$ cat src/rtl/cu_pkg.sv
// Shared definitions for the main control unit: opcode values, ALU operation
// select encoding and the bundle of control strobes that the unit registers.
package cu_pkg;

    localparam int OPLEN = 7;

    localparam logic [OPLEN-1:0] OP_R      = 7'b0110011;
    localparam logic [OPLEN-1:0] OP_I      = 7'b0010011;
    localparam logic [OPLEN-1:0] OP_LOAD   = 7'b0000011;
    localparam logic [OPLEN-1:0] OP_STORE  = 7'b0100011;
    localparam logic [OPLEN-1:0] OP_BRANCH = 7'b1100011;
    localparam logic [OPLEN-1:0] OP_JAL    = 7'b1101111;
    localparam logic [OPLEN-1:0] OP_JALR   = 7'b1100111;
    localparam logic [OPLEN-1:0] OP_LUI    = 7'b0110111;
    localparam logic [OPLEN-1:0] OP_AUIPC  = 7'b0010111;

    // ALU operation class handed to the ALU control stage.
    typedef enum logic [1:0] {
        ALU_ADD    = 2'b00,  // address, jump and upper-immediate arithmetic
        ALU_SUB    = 2'b01,  // branch compare
        ALU_RFUNCT = 2'b10,  // decode funct3/funct7 of an R-type
        ALU_IFUNCT = 2'b11   // decode funct3 of an I-type ALU op
    } alu_op_e;

    // Every control output of the unit, registered as one word.
    typedef struct packed {
        logic    memtoreg;
        alu_op_e alu_op;
        logic    alu_src;
        logic    reg_write;
        logic    mem_read;
        logic    mem_write;
        logic    branch;
        logic    pc_signal;
        logic    illegal;
    } ctrl_t;

    // All strobes low and ALU_ADD: the reset value of the control register.
    localparam ctrl_t CTRL_IDLE = '0;

endpackage

$ cat src/rtl/cu_decode.sv
// Combinational opcode decoder: maps a 7-bit opcode to the full control word.
// Opcodes outside the table produce an all-quiet word with only illegal set.
module cu_decode
    import cu_pkg::*;
(
    input  logic [OPLEN-1:0] op_i,
    output ctrl_t            ctrl_o
);

    // Table lookup from opcode to control strobes.
    always_comb begin
        // NOTE: every field gets a default before the case so no path leaves
        // ctrl_o unassigned, which would otherwise infer a latch.
        ctrl_o = CTRL_IDLE;
        case (op_i)
            OP_R: begin
                ctrl_o.alu_op    = ALU_RFUNCT;
                ctrl_o.reg_write = 1'b1;
            end
            OP_I: begin
                ctrl_o.alu_op    = ALU_IFUNCT;
                ctrl_o.alu_src   = 1'b1;
                ctrl_o.reg_write = 1'b1;
            end
            OP_LOAD: begin
                ctrl_o.memtoreg  = 1'b1;
                ctrl_o.alu_src   = 1'b1;
                ctrl_o.reg_write = 1'b1;
                ctrl_o.mem_read  = 1'b1;
            end
            OP_STORE: begin
                ctrl_o.alu_src   = 1'b1;
                ctrl_o.mem_write = 1'b1;
            end
            OP_BRANCH: begin
                ctrl_o.alu_op = ALU_SUB;
                ctrl_o.branch = 1'b1;
            end
            OP_JAL: begin
                ctrl_o.reg_write = 1'b1;
                ctrl_o.pc_signal = 1'b1;
            end
            OP_JALR: begin
                ctrl_o.alu_src   = 1'b1;
                ctrl_o.reg_write = 1'b1;
                ctrl_o.pc_signal = 1'b1;
            end
            OP_LUI, OP_AUIPC: begin
                ctrl_o.alu_src   = 1'b1;
                ctrl_o.reg_write = 1'b1;
            end
            default: begin
                // Unknown opcode: keep every side-effecting strobe low.
                ctrl_o.illegal = 1'b1;
            end
        endcase
    end

endmodule

$ cat src/rtl/cu.sv
// Main control unit: decodes the instruction opcode and registers the
// resulting control strobes, giving one cycle of latency from op to outputs.
module cu
    import cu_pkg::*;
#(
    parameter int oplen = OPLEN  // only 7 is supported
)
(
    input  logic             clk,
    input  logic             rst,
    input  logic [oplen-1:0] op,
    output logic             memtoreg,
    output logic [1:0]       ALUOp,
    output logic             ALUSrc,
    output logic             RegWrite,
    output logic             MemRead,
    output logic             MemWrite,
    output logic             branch,
    output logic             pc_signal,
    output logic             illegal
);

    ctrl_t ctrl_d;
    ctrl_t ctrl_q;

    cu_decode u_decode (
        .op_i   (op),
        .ctrl_o (ctrl_d)
    );

    // Control register; reset forces every output low without waiting for clk.
    always_ff @(posedge clk or posedge rst) begin
        // NOTE: sequential state uses non-blocking assignment so all flops
        // update together at the edge regardless of block ordering.
        if (rst) begin
            ctrl_q <= CTRL_IDLE;
        end else begin
            ctrl_q <= ctrl_d;
        end
    end

    assign memtoreg  = ctrl_q.memtoreg;
    assign ALUOp     = ctrl_q.alu_op;
    assign ALUSrc    = ctrl_q.alu_src;
    assign RegWrite  = ctrl_q.reg_write;
    assign MemRead   = ctrl_q.mem_read;
    assign MemWrite  = ctrl_q.mem_write;
    assign branch    = ctrl_q.branch;
    assign pc_signal = ctrl_q.pc_signal;
    assign illegal   = ctrl_q.illegal;

endmodule

$ cat config.mk
export PLATFORM = sky130hd
export DESIGN_NAME = cu
export DESIGN_NICKNAME = d
export VERILOG_FILES = /design/src/rtl/cu_pkg.sv /design/src/rtl/cu_decode.sv /design/src/rtl/cu.sv
export SDC_FILE = /design/constraint.sdc
export NUM_CORES = 1
export LEC_CHECK = 0
export ABC_AREA = 1
export CORE_AREA = 5 5 42 44
export CTS_BUF_LIST = sky130_fd_sc_hd__clkbuf_2
export DETAILED_ROUTE_END_ITERATION = 12
export DIE_AREA = 0 0 47 49
export HOLD_SLACK_MARGIN = 0.05
export SYNTH_ARGS = -nofsm -noshare
export SYNTH_HDL_FRONTEND = slang
export SYNTH_SLANG_ARGS = --single-unit
$ cat constraint.sdc
create_clock -name clk -period 0.8 [get_ports clk]
set_input_delay 0.24 -clock clk [delete_from_list [all_inputs] [get_ports clk]]
set_output_delay 0.24 -clock clk [all_outputs]
set_load 0.005 [all_outputs]
==> results of run 1 <==
## final cells by class
| cell class | instances | area [um2] | share of cell area |
|---|---|---|---|
| clock buffers | 4 | 20.0 | 0.0274 |
| inverters | 9 | 33.8 | 0.0463 |
| multi-input cells | 28 | 229 | 0.314 |
| flip-flops and latches | 9 | 225 | 0.309 |
| well taps | 16 | 20.0 | 0.0274 |
| repair buffers | 27 | 201 | 0.276 |
## metal layers
| metal | up-vias | GRT usage | part of all wire |
|---|---|---|---|
| li1 | 205 | - | - |
| met1 | 188 | 0.0950 | 0.34 |
| met2 | 15 | 0.154 | 0.55 |
| met3 | 2 | 0.0148 | 0.088 |
| met4 | 0 | 0.0922 | 0.018 |
| met5 | - | 0 | 0 |
## sequential cells by signal, summed over array words and instances, names as in the netlist
signal and flops:
ALUOp 2, ALUSrc 1, MemRead 1, MemWrite 1, RegWrite 1, branch 1
illegal 1, pc_signal 1
## synth_stat cells
master and instances:
a21oi_1 1, buf_4 1, dfrtp_1 9, inv_1 6, inv_2 3, nand2_1 4
nand2_2 3, nand3_1 4, nand3_2 1, nor2_1 7, nor2_2 4, nor3_1 2
o21ai_0 1, o22ai_1 1
## cell families after synthesis
group                  synth area share
buffers and inverters             0.101
flip-flops                        0.552
AND/OR/NAND/NOR                   0.307
AO/OA/AOI/OAI                    0.0399
## power by group through the flow
stage	combinational [W]	sequential, W	clock (W)
2_1_floorplan	0.0000500	0.000474	0
3_3_place_gp	0.000149	0.000472	0
3_5_place_dp	0.000150	0.000473	0
4_1_cts	0.000156	0.000463	0.000299
5_1_grt	0.000209	0.000464	0.000323
6_report	0.000193	0.000463	0.000283
## metrics by stage
| step | hold slack [ns] | total power (W) | cell area [um2] | cells | TNS (ns) |
|---|---|---|---|---|---|
| after global routing | 0.271 | 0.000996 | 729 | 93 | -2.10 |
| after floorplan | 0.0679 | 0.000524 | 408 | 47 | 0 |
| after CTS | 0.288 | 0.000918 | 664 | 93 | -1.85 |
| final | 0.289 | 0.000938 | 729 | 93 | -1.63 |
| after detailed placement | 0.552 | 0.000622 | 651 | 85 | -6.44 |
| after global placement | 0.553 | 0.000621 | 651 | 85 | -6.29 |
## how the worst min path moves through the flow
stage,from,end,slack (ns),cells after the start
2_1_floorplan,rst,ALUOp[0],0.07,1
3_3_place_gp,rst,pc_signal,0.55,3
3_5_place_dp,rst,pc_signal,0.55,3
4_1_cts,rst,ALUOp[1],0.29,3
5_1_grt,op[4],MemRead,0.27,3
6_report,rst,pc_signal,0.29,3
## cell usage in the layout, fill, tap and decap left out, drive strengths merged
master,instances
buf,19
nor2,11
dfrtp,9
inv,9
clkbuf,7
nand2,7
nand3,5
clkdlybuf4s15,3
nor3,2
o22ai,1
a21oi,1
o21ai,1
dlygate4sd2,1
clkdlybuf4s50,1
## what timing repair did
action,CTS,global route
gates resized for setup,53,28
endpoints found under the setup margin,19,16
hold endpoints to repair,0,0
pin swaps,5,11
cloned,0,0
hold buffers,0,0
setup buffers,4,0
==> flow_summary_export.csv, run 1 <==
group,metric,value,unit
critical_path,required,0.56,ns
detailed_routing,wl,1.04,mm
global_route,grt_pass1_vias,399,
placed_design,dp_slack,-0.522,ns
finish,area_growth,78.8,%
placed_design,gp_congestion,0.821,
synthesis,ys_types,14,
placed_design,dp_hpwl,681,um
floorplanning,pin_count,19,
critical_path,arrival,0.75,ns
finish,fillers,137,
synthesis,syn_nets,56,
clocking,cts.clk_slew.worst_paths,0.09,ns
critical_path,cp.depth,1,
clocking,cts_tree,"built",
power_and_ir_drop,peakVddDrop,0.000419,V
floorplanning,start_util,0.291,
synthesis,yosysTopAreaCell,"dfrtp_1",
critical_path,slowest_stage,"dfrtp_1",
critical_path,crit_fanout,1,
power_and_ir_drop,p_sw_frac,0.270,
detailed_routing,detail-route-antenna-nets,0,
floorplanning,die_h,49,um
synthesis,synth_top_area_frac,0.552,
synthesis,synthCells,47,
finish,drive_gt1_frac,0.675,
detailed_routing,drt_pre_antenna_iters,4,
global_route,overflow,0,
detailed_routing,drt_iter0_markers,4,
synthesis,ys_seq_area_frac,0.552,
synthesis,syn_area_per_cell,8.68,um2
synthesis,ys_ff_latch,9,
power_and_ir_drop,p_sw,0.000253,W
clocking,cts.htree.levels,1,
global_route,grt_pass1_wl,1.55,mm
timing,slew_viol_final,0,
floorplanning,coreArea,1400,um2
detailed_routing,vias,410,
critical_path,worstSetupStartpointType,"flip-flop",
floorplanning,dieArea,2300,um2
detailed_routing,vias_per_cell,4.41,
critical_path,path_cells,"buf_2",
critical_path,slowest_delay,0.38,ns
finish,diodes,0,
global_route,grt_start_max_net_pins,10,
timing,slew_headroom,0.850,
synthesis,ys.warnings.count,0,
critical_path,path_delay_family,"flip-flops",
min_path,hp-class,"primary input to asynchronous set/reset pin",
power_and_ir_drop,pwr-share-seq,0.493,
power_and_ir_drop,internal_power,0.000685,W
timing,finalHoldViolations,0,
global_route,grt_antenna_before_repair,0,
critical_path,crit_start,"ALUOp[1]",
timing,period_share,1.24,
timing,max_freq,1.01,GHz
clocking,clockBufferDepth,2,
global_route,track_usage,0.0952,
detailed_routing,drt-wirelength-per-cell,11.2,um
clocking,cts.sinks,9,
floorplanning,num_rows,14,
timing,rsz0062_at_grt,"true",
critical_path,critical_path_buf_inv_count,1,
status,violations,"setup timing",
status,run_status,"finished, violations left",
job,cap_violations,0,
timing,setup_viol,10,
clocking,clockRootBuffer,"clkbuf_2",
power_and_ir_drop,powerDensity,1290,nW/um2
clocking,cts_buffers,3,
finish,final_core_util,0.521,
synthesis,synth_area_leaders,"dfrtp_1 55%, nor2_1 6.4%, nor2_2 6.1%, inv_1 5.5%, nand3_1 4.9%",
placed_design,port_buffers,18,
timing,worst_pin_slew,0.225,ns
critical_path,worstSetupPathType,"flip-flop to output port",
detailed_routing,drc_errors,0,
power_and_ir_drop,pwr-share-comb,0.205,
power_and_ir_drop,p_leak,0.404,nW
finish,final_nets,87,
timing,setup_slack,-0.191,ns
synthesis,syn_area,408,um2
critical_path,worstSetupEndpoint,"ALUOp[1]",
critical_path,cp-end-kind,"output port",
floorplanning,chipWidth,47,um
power_and_ir_drop,p_clk_frac,0.301,
timing,min_period,0.991,ns
Note: power is estimated with default switching activity, not from simulation.
==> run 2, diff against run 1 <==
--- a/config.mk
+++ b/config.mk
@@ -6,10 +6,10 @@
 export NUM_CORES = 1
 export LEC_CHECK = 0
 export ABC_AREA = 1
-export CORE_AREA = 5 5 42 44
+export CORE_AREA = 2 2 39 41
 export CTS_BUF_LIST = sky130_fd_sc_hd__clkbuf_2
 export DETAILED_ROUTE_END_ITERATION = 12
-export DIE_AREA = 0 0 47 49
+export DIE_AREA = 0 0 41 43
 export HOLD_SLACK_MARGIN = 0.05
 export SYNTH_ARGS = -nofsm -noshare
 export SYNTH_HDL_FRONTEND = slang
==> flow_summary_export.csv, run 2 (same netlist as run 1, synthesis figures left out) <==
group,metric,value,unit
critical_path,required,0.56,ns
finish,mostFrequentLayoutCells,"10 x buf_2, 9 x dfrtp_1, 8 x clkbuf_2",
global_route,track_usage,0.117,
floorplanning,coreArea,1380,um2
finish,seqCellArea,225,um2
placed_design,dp_hpwl,583,um
floorplanning,chipWidth,41,um
placed_design,port_buffers,18,
floorplanning,num_rows,14,
clocking,cts_tree,"built",
timing,fin_setup_tns,-1.51,ns
global_route,grt_antenna_before_repair,0,
critical_path,arrival,0.73,ns
critical_path,crit_fanout,2,
global_route,grt_pass1_wl,1.30,mm
floorplanning,dieArea,1760,um2
finish,diodes,0,
status,violations,"setup timing",
power_and_ir_drop,p_leak,0.371,nW
global_route,grt_pass1_vias,349,
finish,final_nets,82,
detailed_routing,drt_pre_antenna_iters,4,
clocking,clockRootBuffer,"clkbuf_2",
timing,min_period,0.968,ns
critical_path,slowest_stage,"dfrtp_1",
timing,slew_viol_final,0,
critical_path,path_delay_family,"flip-flops",
clocking,cts_buffers,3,
min_path,hold_path_depth,2,
status,run_status,"finished, violations left",
finish,fillers,147,
detailed_routing,vias,380,
power_and_ir_drop,powerDensity,1350,nW/um2
clocking,cts.sinks,9,
clocking,cts.clk_slew.worst_paths,0.08,ns
critical_path,cp.depth,1,
critical_path,slowest_delay,0.37,ns
global_route,grt_start_max_net_pins,10,
critical_path,path_cells,"buf_2",
job,cap_violations,0,
critical_path,cp-end-kind,"output port",
clocking,cts.htree.levels,1,
finish,drive_gt1_frac,0.611,
detailed_routing,drt_iter0_markers,8,
timing,setup_viol,10,
critical_path,critical_path_buf_inv_count,1,
detailed_routing,detail-route-antenna-nets,0,
timing,period_share,1.21,
clocking,clockBufferDepth,2,
timing,finalHoldViolations,0,
floorplanning,pin_count,19,
finish,largest_register_ffs,2,
timing,holdWs,0.206,ns
detailed_routing,drc_errors,0,
timing,max_freq,1.03,GHz
detailed_routing,vias_per_cell,4.32,
critical_path,worstSetupPathType,"flip-flop to output port",
power_and_ir_drop,peakVddDrop,0.000382,V
finish,final_core_util,0.473,
timing,slew_headroom,0.878,
critical_path,worstSetupStartpointType,"flip-flop",
detailed_routing,drt-wirelength-per-cell,9.69,um
finish,area_growth,60.4,%
global_route,overflow,0,
timing,rsz0062_at_grt,"true",
finish,multiInputGateArea,201,um2
timing,worst_pin_slew,0.183,ns
clocking,postCtsHoldBufs,0,
placed_design,gp_congestion,0.833,
timing,setup_slack,-0.168,ns
min_path,hp-class,"primary input to flip-flop",
floorplanning,start_util,0.295,
detailed_routing,wl,853,um
finish,mostFrequentLayoutCell,"buf_2",
floorplanning,die_h,43,um
==> run 2: worst paths after layout <==
kind,endpoint,from,slack [ns]
max,memtoreg,MemRead,-0.17
min,MemRead,op[4],0.21
max in group asynchronous,MemWrite,rst,0.41
min in group asynchronous,ALUSrc,rst,0.29
==> run 2: what timing repair did <==
action,4_1_cts,5_1_grt
pin swaps,5,3
resized for setup,60,13
endpoints found under the setup margin,19,15
buffers inserted,2,0
==> run 2: routing by layer <==
layer	wire length, um	vias to the layer above	track usage
li1	-	195	-
met1	296	164	0.113
met2	459	17	0.188
met3	60	4	0.0157
met4	37	0	0.120
met5	0	-	0
==> run 2: report_power, final <==
| part | switching (W) | total (W) | leakage, nW | internal, W |
|---|---|---|---|---|
| clock | 0.000136 | 0.000269 | 0.0166 | 0.000133 |
| sequential | 0.00000145 | 0.000463 | 0.120 | 0.000462 |
| combinational | 0.0000853 | 0.000153 | 0.234 | 0.0000677 |
| total | 0.000222 | 0.000885 | 0.371 | 0.000662 |
==> run 2: layout make-up <==
class / count / share of cell area
multi-input combinational: 28 / 0.308
timing repair buffer: 22 / 0.235
sequential: 9 / 0.344
tap: 16 / 0.0306
inverter: 9 / 0.0516
clock buffer: 4 / 0.0306
==> run 2: per-stage QoR <==
stage	instances	cell area [um2]	setup WS, ns	power (W)
after detailed placement	82	628	-0.533	0.000609
after global placement	82	628	-0.534	0.000610
after global routing	88	654	-0.216	0.000940
after CTS	88	648	-0.190	0.000891
after floorplan	47	408	0.0507	0.000524
final	88	654	-0.168	0.000885
